$ cat src/rtl/il_bank_scheduler.sv
// il_bank_scheduler
// Ping-pong bank scheduler for the turbo-code interleaver. Incoming code
// blocks of two sizes fill interleaver RAM bank 0 and bank 1 alternately,
// using linear write addresses. Each full bank is then drained with linear
// read addresses, and the downstream pi tables permute them.
//
// Ports:
//   clk, reset            clock; asynchronous active-high reset
//   CRC_start             first bit of a block is present this cycle
//   CRC_blocksize         block size (0: SMALL_K, 1: LARGE_K), taken with an accepted start
//   data_valid            one input bit is present this cycle
//   in_ready              the current write bank is empty and a new block may start
//   wr_en/wr_bank/wr_addr/wr_size   write strobe, bank, linear index, block size
//   rd_en/rd_bank/rd_addr/rd_size   read strobe, bank, linear index, block size
//   data_ready            RAM read data valid (rd_en delayed by one cycle)
//   done                  pulse that comes with the last data_ready of a block
//   drop_err              pulse: a CRC_start arrived that could not be accepted
//   bank_full[1:0]        per bank, FULL or DRAINING
module il_bank_scheduler #(
    parameter int SMALL_K = 1056,
    parameter int LARGE_K = 6144,
    parameter int AW      = 13
) (
    input  logic          clk,
    input  logic          reset,
    input  logic          CRC_start,
    input  logic          CRC_blocksize,
    input  logic          data_valid,
    output logic          in_ready,
    output logic          wr_en,
    output logic          wr_bank,
    output logic [AW-1:0] wr_addr,
    output logic          wr_size,
    output logic          rd_en,
    output logic          rd_bank,
    output logic [AW-1:0] rd_addr,
    output logic          rd_size,
    output logic          data_ready,
    output logic          done,
    output logic          drop_err,
    output logic [1:0]    bank_full
);

    typedef enum logic [1:0] {B_EMPTY, B_FILLING, B_FULL, B_DRAINING} bank_state_t;
    typedef enum logic {W_IDLE, W_FILL} w_state_t;
    typedef enum logic {R_IDLE, R_DRAIN} r_state_t;

    localparam logic [AW-1:0] SMALL_LAST = AW'(SMALL_K - 1);
    localparam logic [AW-1:0] LARGE_LAST = AW'(LARGE_K - 1);

    function automatic logic [AW-1:0] last_index(input logic size);
        return size ? LARGE_LAST : SMALL_LAST;
    endfunction

    w_state_t      w_state_reg, w_state_next;
    r_state_t      r_state_reg, r_state_next;
    logic          wptr_reg, wptr_next;
    logic          rptr_reg, rptr_next;
    logic [AW-1:0] wcnt_reg, wcnt_next;
    logic [AW-1:0] rcnt_reg, rcnt_next;
    // Last address and size driven, so the outputs can hold them while idle.
    logic [AW-1:0] wr_addr_reg, rd_addr_reg;
    logic          wr_size_reg, rd_size_reg;
    logic          data_ready_reg, done_reg;

    // Bank transition events, raised by the two FSMs for bank[wptr]/bank[rptr].
    logic          w_start, w_last, r_start, r_last;
    logic [1:0]    bank_empty, bank_ready, bank_size;

    genvar gi;
    generate
        for (gi = 0; gi < 2; gi++) begin : g_bank
            bank_state_t state_reg;
            logic        size_reg;

            // The writer only touches EMPTY/FILLING banks and the reader only
            // touches FULL/DRAINING banks, so at most one event hits a bank per cycle.
            always_ff @(posedge clk or posedge reset) begin
                if (reset) begin
                    state_reg <= B_EMPTY;
                    size_reg  <= 1'b0;
                end else if (w_start && wptr_reg == 1'(gi)) begin
                    state_reg <= B_FILLING;
                    size_reg  <= CRC_blocksize;
                end else if (w_last && wptr_reg == 1'(gi)) begin
                    state_reg <= B_FULL;
                end else if (r_start && rptr_reg == 1'(gi)) begin
                    state_reg <= B_DRAINING;
                end else if (r_last && rptr_reg == 1'(gi)) begin
                    state_reg <= B_EMPTY;
                end
            end

            assign bank_empty[gi] = (state_reg == B_EMPTY);
            assign bank_ready[gi] = (state_reg == B_FULL);
            assign bank_full[gi]  = (state_reg == B_FULL) || (state_reg == B_DRAINING);
            assign bank_size[gi]  = size_reg;
        end
    endgenerate

    // Write side: the accepting cycle already writes address 0.
    always_comb begin
        w_state_next = w_state_reg;
        wptr_next    = wptr_reg;
        wcnt_next    = wcnt_reg;
        in_ready     = 1'b0;
        wr_en        = 1'b0;
        wr_addr      = wr_addr_reg;
        wr_size      = wr_size_reg;
        w_start      = 1'b0;
        w_last       = 1'b0;
        case (w_state_reg)
            W_IDLE: begin
                in_ready = bank_empty[wptr_reg];
                if (CRC_start && bank_empty[wptr_reg]) begin
                    w_start      = 1'b1;
                    wr_en        = 1'b1;
                    wr_addr      = '0;
                    wr_size      = CRC_blocksize;
                    wcnt_next    = AW'(1);
                    w_state_next = W_FILL;
                end
            end
            W_FILL: begin
                wr_en   = data_valid;
                wr_addr = wcnt_reg;
                wr_size = bank_size[wptr_reg];
                if (data_valid) begin
                    if (wcnt_reg == last_index(bank_size[wptr_reg])) begin
                        w_last       = 1'b1;
                        wcnt_next    = '0;
                        wptr_next    = ~wptr_reg;
                        w_state_next = W_IDLE;
                    end else begin
                        wcnt_next = wcnt_reg + AW'(1);
                    end
                end
            end
        endcase
        // in_ready is low throughout W_FILL, so this also covers a start mid-block.
        drop_err = CRC_start && !in_ready;
    end

    // Read side: the cycle that sees a FULL bank reads address 0, so
    // back-to-back full banks drain without a gap.
    always_comb begin
        r_state_next = r_state_reg;
        rptr_next    = rptr_reg;
        rcnt_next    = rcnt_reg;
        rd_en        = 1'b0;
        rd_addr      = rd_addr_reg;
        rd_size      = rd_size_reg;
        r_start      = 1'b0;
        r_last       = 1'b0;
        case (r_state_reg)
            R_IDLE: begin
                if (bank_ready[rptr_reg]) begin
                    r_start      = 1'b1;
                    rd_en        = 1'b1;
                    rd_addr      = '0;
                    rd_size      = bank_size[rptr_reg];
                    rcnt_next    = AW'(1);
                    r_state_next = R_DRAIN;
                end
            end
            R_DRAIN: begin
                rd_en   = 1'b1;
                rd_addr = rcnt_reg;
                rd_size = bank_size[rptr_reg];
                if (rcnt_reg == last_index(bank_size[rptr_reg])) begin
                    r_last       = 1'b1;
                    rcnt_next    = '0;
                    rptr_next    = ~rptr_reg;
                    r_state_next = R_IDLE;
                end else begin
                    rcnt_next = rcnt_reg + AW'(1);
                end
            end
        endcase
    end

    always_ff @(posedge clk or posedge reset) begin
        if (reset) begin
            w_state_reg    <= W_IDLE;
            r_state_reg    <= R_IDLE;
            wptr_reg       <= 1'b0;
            rptr_reg       <= 1'b0;
            wcnt_reg       <= '0;
            rcnt_reg       <= '0;
            wr_addr_reg    <= '0;
            rd_addr_reg    <= '0;
            wr_size_reg    <= 1'b0;
            rd_size_reg    <= 1'b0;
            data_ready_reg <= 1'b0;
            done_reg       <= 1'b0;
        end else begin
            w_state_reg    <= w_state_next;
            r_state_reg    <= r_state_next;
            wptr_reg       <= wptr_next;
            rptr_reg       <= rptr_next;
            wcnt_reg       <= wcnt_next;
            rcnt_reg       <= rcnt_next;
            wr_addr_reg    <= wr_addr;
            rd_addr_reg    <= rd_addr;
            wr_size_reg    <= wr_size;
            rd_size_reg    <= rd_size;
            data_ready_reg <= rd_en;
            done_reg       <= r_last;
        end
    end

    assign wr_bank    = wptr_reg;
    assign rd_bank    = rptr_reg;
    assign data_ready = data_ready_reg;
    assign done       = done_reg;

endmodule
$ cat config.mk
export PLATFORM = sky130hd
export DESIGN_NAME = il_bank_scheduler
export DESIGN_NICKNAME = d
export VERILOG_FILES = /design/src/rtl/il_bank_scheduler.sv
export SDC_FILE = /design/constraint.sdc
export NUM_CORES = 1
export LEC_CHECK = 0
export BUFFER_PORTS_ARGS = -buffer_cell sky130_fd_sc_hd__buf_2
export CAP_MARGIN = 20
export CORE_ASPECT_RATIO = 1.1
export CORE_MARGIN = 1.5
export CORE_UTILIZATION = 35
export DETAILED_ROUTE_END_ITERATION = 10
export PLACE_DENSITY = 0.63
export SETUP_SLACK_MARGIN = 0.15
export SLEW_MARGIN = 20
export SYNTH_ARGS = -nofsm -noshare
export SYNTH_HDL_FRONTEND = slang
export SYNTH_SLANG_ARGS = --single-unit
$ cat constraint.sdc
create_clock -name clk -period 2.7 [get_ports clk]
set_input_delay 0.54 -clock clk [delete_from_list [all_inputs] [get_ports clk]]
set_output_delay 0.54 -clock clk [all_outputs]
set_load 0.005 [all_outputs]
After elaboration in Yosys (flattened, before gate mapping)
Index checks and enable logic that the tools add are counted.
{ "totals": {"reg_bits": 66, "latch_bits": 0, "ram_bits": 0, "rom_bits": 0, "out_inout_bits": 38, "memories": 0} }
{ "op_classes": {"addsub": 2, "multipliers": 0, "div_mod_pow": 0, "order_cmp": 2, "eq_ne": 9, "shifts": 0, "muxes": 50, "bitwise": 4, "reduce_logical": 20} }
{ "ops": {"columns": ["cell", "count"], "rows": [
  ["$mux W13", 9],
  ["$pmux W13 S2", 4],
  ["$add A13 B1 Y13 const B", 2],
  ["$eq A13 B13 Y1", 2],
  ["$mux W1", 23],
  ["$mux W2", 8],
  ["$pmux W1 S2", 6],
  ["$logic_and A1 B1 Y1", 10],
  ["$eq A2 B2 Y1 const B", 4],
  ["$reduce_bool A4 Y1", 2],
  ["$ne A2 B2 Y1 const B", 3],
  ["$logic_not A2 Y1", 2],
  ["$lt A1 B2 Y1 const B", 2],
  ["$not A1 Y1", 4],
  ["$reduce_and A2 Y1", 2],
  ["$reduce_and A3 Y1", 1],
  ["$logic_or A1 B1 Y1", 2],
  ["$logic_not A1 Y1", 1]
]} }

Logic depth before layout (Yosys ltp)
Gate-level depths: netlist of the first run.
{ "depth": {"ltp_word": 11, "depth_mapped": 7} }

Worst setup path before layout of the first run
OpenSTA, ideal clock, no wires.
{ "synth_path": {"path_kind": "register to output", "startpoint": "register wptr_reg, in the netlist wr_bank", "endpoint": "output port wr_addr[10]", "arrival_time_ns": 1.579, "setup_slack_ns": 0.581, "path_stages_with_launch": 8, "path_buffers": 2, "path_cell_list": "dfrtp_1 > buf_6 > inv_1 > nor3_1 > o21ai_1 > clkbuf_1 > nand2_1 > o21ai_0"} }
{ "synth_between": {"elab_chain_cells": 5} }
{ "synth_lines": {"columns": ["element", "line_no", "rtl"], "rows": [
  ["start, declared", "57", "logic wptr_reg, wptr_next;"],
  ["start signal, assigned", "199", "wptr_reg <= wptr_next;"],
  ["$mux W1 (implied by the code) (2 in series)", "115", "if (CRC_start && bank_empty[wptr_reg]) begin"],
  ["$logic_and A1 B1 Y1", "115", null],
  ["$mux W13", "115", null],
  ["$pmux W13 S2", "112", "case (w_state_reg)"],
  ["end, declared", "32", "output logic [AW-1:0] wr_addr,"]
]} }
No other way between the ends. The select of a mux whose other input is x is not followed.

Worst setup path after layout of the first run
{ "layout_path": {"startpoint": "register g_bank[1].state_reg[1]", "endpoint": "output port wr_addr[11]"} }
{ "layout_between": {"elab_chain_cells": 6} }
{ "layout_lines": {"columns": ["element", "line_no", "rtl"], "rows": [
  ["start, declared", "73", "bank_state_t state_reg;"],
  ["start signal, assigned", "80", "state_reg <= B_EMPTY;"],
  ["start signal, assigned", "83", "state_reg <= B_FILLING;"],
  ["start signal, assigned", "86", "state_reg <= B_FULL;"],
  ["$logic_not A2 Y1", "94", "assign bank_empty[gi] = (state_reg == B_EMPTY);"],
  ["$mux W1 (implied by the code) (2 in series)", "115", null],
  ["$logic_and A1 B1 Y1", "115", null],
  ["$mux W13", "115", null],
  ["$pmux W13 S2", "112", null]
]} }
No other way between the ends. The select of a mux whose other input is x is not followed.

==> metrics.yaml, run 1 <==
pwr-share-comb_pct: 10.1
grt_max_degree: 26
final_hold_viol_count: 0
worstPathMaxFanout: 5
synth_edf_count: 0
gp_congestion: 0.8304
powerDensity_nw_per_um2: 555.5
worst_slew_pin_slew_ns: 0.6120
numCtsBuffers: 9
drtIter0Drc: 104
p_leak_uw: 0.001754
crit_buf_inv: 2
num_vias: 2609
pre_cts_ws_ns: 0.3996
regToRegSetupSlack_ns: 0.46
startpoint_type: "register"
wl_mm: 7.646
htreeDepth: 3
synth.distinct_cells: 61
worst_path_max_delay_cell: "or4b_1"
path_clk_slew_ns: 0.07
min_period_over_period_pct: 90.76
fp.dieH_um: 103.1
p_int_uw: 1553
synth_area_um2: 3188
initial_core_util_pct: 35.93
grt_overflow: 0
arrival_ns: 1.91
clk_latency_ns: 0.34
p_clk_share_pct: 36.3
crit_type: "register to output port"
port_buffers: 42
grt.total_usage_pct: 17.08
yosys-top-cells-area: "dfrtp_1, nand2_1, o21ai_0"
ys.flop_type: "dfrtp_1"
hp-class: "input pin to asynchronous set/reset pin"
met3_usage_pct: 5.236
crit_family: "simple AND/OR/NAND/NOR gates"
placementRows: 36
root_buffer: "clkbuf_8"
nNetsFinal: 376
cts-hold-fix-buffers: 0
cp-end-kind: "output port"
wl_per_cell_um: 15.67
netlist.area_leader.share_pct: 51.81
grt_first_pass_wirelength_mm: 12.66
crit_chain: "or4b_1 > a21boi_4 > buf_4 > nor2_1 > buf_2"
async_flop_share_pct: 100.0
synthCells: 321
finalClockSkew_ns: 0.008949
n_antenna_cell: 0
setup_tns_ns: 0
cts_tree: "yes"
p_sw_uw: 533.3
die_w_um: 94
synth_fp_nets: 328
slew-limit-headroom_pct: 59.20
seqPwrFrac_pct: 53.5
via_per_inst: 5.346
numClockSinks: 66
syn_avg_cell_area_um2: 9.932
crit_required_ns: 2.16
antenna_found_initial: 0
p_sw_share_pct: 25.57
yosysSeqAreaShare_pct: 51.81
grt_pass1_vias: 2548
maxCapViolCount: 0
io_pins: 43
synth_top_area_cell: "dfrtp_1"
final_common_cell: "dfrtp_1"
ys_ff_latch: 66
hpwl_mm: 5.253
design_area_um2: 3755
grt_use_met2_pct: 29.88
drv_slew: 0
setup_viol: 0
max_freq_ghz: 0.4081
gr-max-usage-layer: "met2"
setup_ws_ns: 0.2495
place_area_um2: 3520
cts_buffer_depth: 2
yosysWarnings: 0
die_area_um2: 9691
rsz0062_at_grt: "false"
period_needed_ns: 2.450
ant_nets: 0
ir_drop_mv: 0.2856
status: "completed"
final_cell_mix: "dfrtp_1, nand2_1, buf_2"
slowest_delay_ns: 0.62
coreArea_um2: 8874
first_pass_iters: 5
areaGrowthSynthToFinish_pct: 17.78
grtUsageMet1_pct: 20.33
drive_gt1_share_pct: 25.13
drc_errors: 0
[stage by stage]
step	total power (uW)	cells	hold WS (ns)	utilization [%]
floorplan	1261	321	0.4554	-
detailed placement	1347	466	0.4472	39.66
CTS	2122	486	0.2072	42.13
global placement	1337	466	0.4416	39.66
global route	2196	488	0.2381	42.32
finish	2086	488	0.2077	42.32
[worst register-to-register path, delay by kind of cell, from the launching register on]
family,cells,cell delay [ns]
and+or+nand+nor,2,0.66
AOI/OAI and AO/OA,3,1.00
DFF,1,0.49
[power by group through the flow]
stage          clock network (uW)  registers, uW  logic (uW)
2_1_floorplan                   0           1110         148
3_3_place_gp                    0           1130         204
3_5_place_dp                    0           1140         212
4_1_cts                       793           1120         214
5_1_grt                       824           1130         244
6_report                      758           1120         211
[metal layers]
layer / wire, um / part of all wire, %
met5: 0 / 0
met4: 77 / 1.0
met3: 372 / 4.9
met2: 3989 / 52
met1: 3207 / 42
[synth_stat cells (all sizes together) (8+ instances only)]
cell	instances
a31oi	11
nor2	16
a21oi	9
nor3	9
nand3	13
o21ai	24
inv	11
buf	8
a22o	11
nand2	55
dfrtp	66
clkbuf	12
[cell type report]
type / instances / area, um2
clock buffer: 14 / 172.7
clock inverter: 2 / 10.01
fill: 859 / 5119
inverter: 12 / 45.04
multi-input combinational: 223 / 1408
sequential: 66 / 1654
tap: 114 / 142.6
timing repair buffer: 57 / 322.8
[worst paths after layout]
kind	startpoint	cells after the start	to
min in group clk	rd_addr_reg[6]	2	rd_addr_reg[6]
max reg2reg	wcnt_reg[9]	5	g_bank[1].state_reg[0]
max	g_bank[1].state_reg[1]	5	wr_addr[11]
min reg2reg	rd_addr_reg[6]	2	rd_addr_reg[6]
max in group asynchronous	reset	3	rcnt_reg[12]
min	reset	2	wr_addr_reg[12]
[cell families after synthesis]
logic type	after synthesis	synth area share, %
xor+xnor	6	1.649
flops	66	51.81
mux	10	3.336
fa+ha+maj	2	0.7848
compound gates	83	18.72
buf+inv	32	4.278
simple gates	122	19.43
[timing repair]
action                     in CTS  in global routing
setup endpoints to repair       2                  3
pin swaps                       1                  1
gates resized for setup         2                  2
buffers inserted                4                  2
(Power assumes the default switching activity.)
==> inputs of run 2 (changes only) <==
- GPL_TIMING_DRIVEN: default -> 0
- RECOVER_POWER: default -> 100
==> run 2 against run 1 <==
  * First-iteration DRC count is 12% higher
  * Cell count is 3.3% higher
  * Clock-buffer cell count down 1
  * Largest power group unchanged
  * Critical path type is now register to register
  * Combinational power hardly changed
  * Setup slack worse by 0.084 ns
  * Via count up 2.3%
  * Global-route usage is 0.10 points lower
  * Sequential share of layout area about the same
  * Maximum frequency decreased by 3.3%
==> metrics.yaml, run 2 (synthesis gave the netlist of run 1 again) <==
crit_required_ns: 2.94  # +0.78 ns
fp.dieH_um: 103.1  # unchanged
grt_overflow: 0  # unchanged
wl_mm: 7.621  # -0.33%
htreeDepth: 3  # unchanged
worst_slew_pin_slew_ns: 1.067  # +0.4548 ns
setup_viol: 0  # unchanged
coreArea_um2: 8874  # unchanged
slowest_delay_ns: 0.69  # +0.07 ns
drv_slew: 0  # unchanged
numCtsBuffers: 9  # unchanged
max_freq_ghz: 0.3945  # -3.3%
antenna_found_initial: 0  # unchanged
period_needed_ns: 2.535  # +0.08421 ns
ff2ff_path_depth: 6  # +1
cts_buffer_depth: 2  # unchanged
port_buffers: 42  # unchanged
ir_drop_mv: 0.2501  # -12%
min_period_over_period_pct: 93.88  # +3.1 points
die_w_um: 94  # unchanged
rsz0062_at_grt: "true"
grt_max_degree: 44  # +69%
drc_errors: 0  # unchanged
crit_chain: "clkbuf_4 > mux2_1 > and4_1 > o21ai_0 > nand2_2 > o311ai_1"
path_clk_slew_ns: 0.07  # about the same
grt.total_usage_pct: 16.98  # -0.10 points
nNetsFinal: 392  # +4.3%
grt_pass1_vias: 2472  # -3.0%
num_vias: 2669  # +2.3%
placementRows: 36  # unchanged
cp-end-kind: "register"
n_antenna_cell: 0  # unchanged
die_area_um2: 9691  # unchanged
final_cell_mix: "dfrtp_1, nand2_1, clkbuf_1"
status: "completed"
regToRegSetupSlack_ns: 0.17  # -0.29 ns
arrival_ns: 2.78  # +0.87 ns
fin_util_pct: 42.29  # about the same
clk_latency_ns: 0.34  # about the same
final_common_cell: "dfrtp_1"
powerDensity_nw_per_um2: 563.0  # +1.3%
via_per_inst: 5.296  # -0.95%
startpoint_type: "register"
hp-class: "input pin to asynchronous set/reset pin"
gp_congestion: 0.8581  # +3.3%
final_cells: 504  # +3.3%
maxCapViolCount: 0  # unchanged
setup_tns_ns: 0  # unchanged
crit_type: "register to register"
hpwl_mm: 5.226  # -0.51%
ant_nets: 0  # unchanged
worst_path_max_delay_cell: "o21ai_0"
first_pass_iters: 4  # -1
numClockSinks: 66  # unchanged
areaGrowthSynthToFinish_pct: 17.70  # about the same
root_buffer: "clkbuf_8"
placed_cells: 478  # +2.6%
initial_core_util_pct: 35.93  # unchanged
io_pins: 43  # unchanged
wl_per_cell_um: 15.12  # -3.5%
finalClockSkew_ns: 0.004977  # -0.003971 ns
fill_cells: 886  # +3.1%
grt_first_pass_wirelength_mm: 12.65  # about the same
worstPathMaxFanout: 6  # +1
r2r_end: "rcnt_reg[11]"
worstReg2RegStart: "rd_bank"
cts_tree: "yes"
p_leak_uw: 0.001690  # -3.6%
drive_gt1_share_pct: 16.67  # -8.5 points
drtIter0Drc: 116  # +12%
slew-limit-headroom_pct: 28.88  # -30 points
final_hold_viol_count: 0  # unchanged
[run 2: critical path, delay by kind of cell (launching register included)]
family | cells | cell delay (ns)
and+or+nand+nor | 2 | 0.48
DFF | 1 | 0.43
AOI/OAI and AO/OA | 2 | 0.99
buffers and inverters | 1 | 0.14
muxes | 1 | 0.40
[run 2: layout make-up]
class,count,area [um2],area share [%]
inverter,12,47.55,1.267
clock buffer,13,138.9,3.701
timing repair buffer,53,256.5,6.836
buffer,20,103.9,2.768
multi-input combinational,223,1370,36.51
clock inverter,3,40.04,1.067
sequential,66,1653,44.05
tap,114,142.6,3.801
[run 2: worst max-delay path by stage]
| stage | start | endpoint | slack [ns] | depth (start not counted) |
|---|---|---|---|---|
| 2_1_floorplan | reset | data_ready | 0.51 | 1 |
| 3_3_place_gp | reset | rcnt_reg[12] | -0.31 | 2 |
| 3_5_place_dp | wr_bank | wr_addr[9] | 0.12 | 8 |
| 4_1_cts | wr_bank | wr_addr[11] | 0.18 | 6 |
| 5_1_grt | rd_bank | rcnt_reg[11] | 0.09 | 6 |
| 6_report | rd_bank | rcnt_reg[11] | 0.17 | 6 |
[run 2: timing repair]
item,in CTS,in global routing
pin swaps,2,1
setup endpoints to repair,16,16
setup buffers,4,6
gates resized for setup,9,4
gates cloned,0,0
hold buffers,0,0
hold endpoints to repair,0,0
[run 2: metal layers]
metal | GRT usage, % | up-vias | share of wire (%)
li1 | - | 1288 | -
met1 | 21.54 | 1299 | 45
met2 | 28.65 | 75 | 50
met3 | 3.319 | 7 | 4.1
met4 | 6.659 | 0 | 1.0
met5 | 0 | - | 0
[run 2: metrics by stage]
step | setup WS, ns | total power [uW] | cell area, um2 | hold slack [ns]
6_report | 0.1653 | 2113 | 3752 | 0.3772
5_1_grt | 0.08694 | 2220 | 3752 | 0.4432
4_1_cts | 0.1755 | 2143 | 3794 | 0.1608
3_5_place_dp | 0.1150 | 1345 | 3563 | 0.4496
3_3_place_gp | -0.3059 | 1334 | 3541 | 0.4471
2_1_floorplan | 0.5052 | 1261 | 3188 | 0.4554
[run 2: where the power goes]
| group | total (uW) | switching [uW] | internal (uW) | leakage, uW |
|---|---|---|---|---|
| Clock | 791 | 365 | 425 | 0.0000914 |
| Combinational | 213 | 126 | 86.7 | 0.000752 |
| Sequential | 1110 | 54.8 | 1050 | 0.000846 |
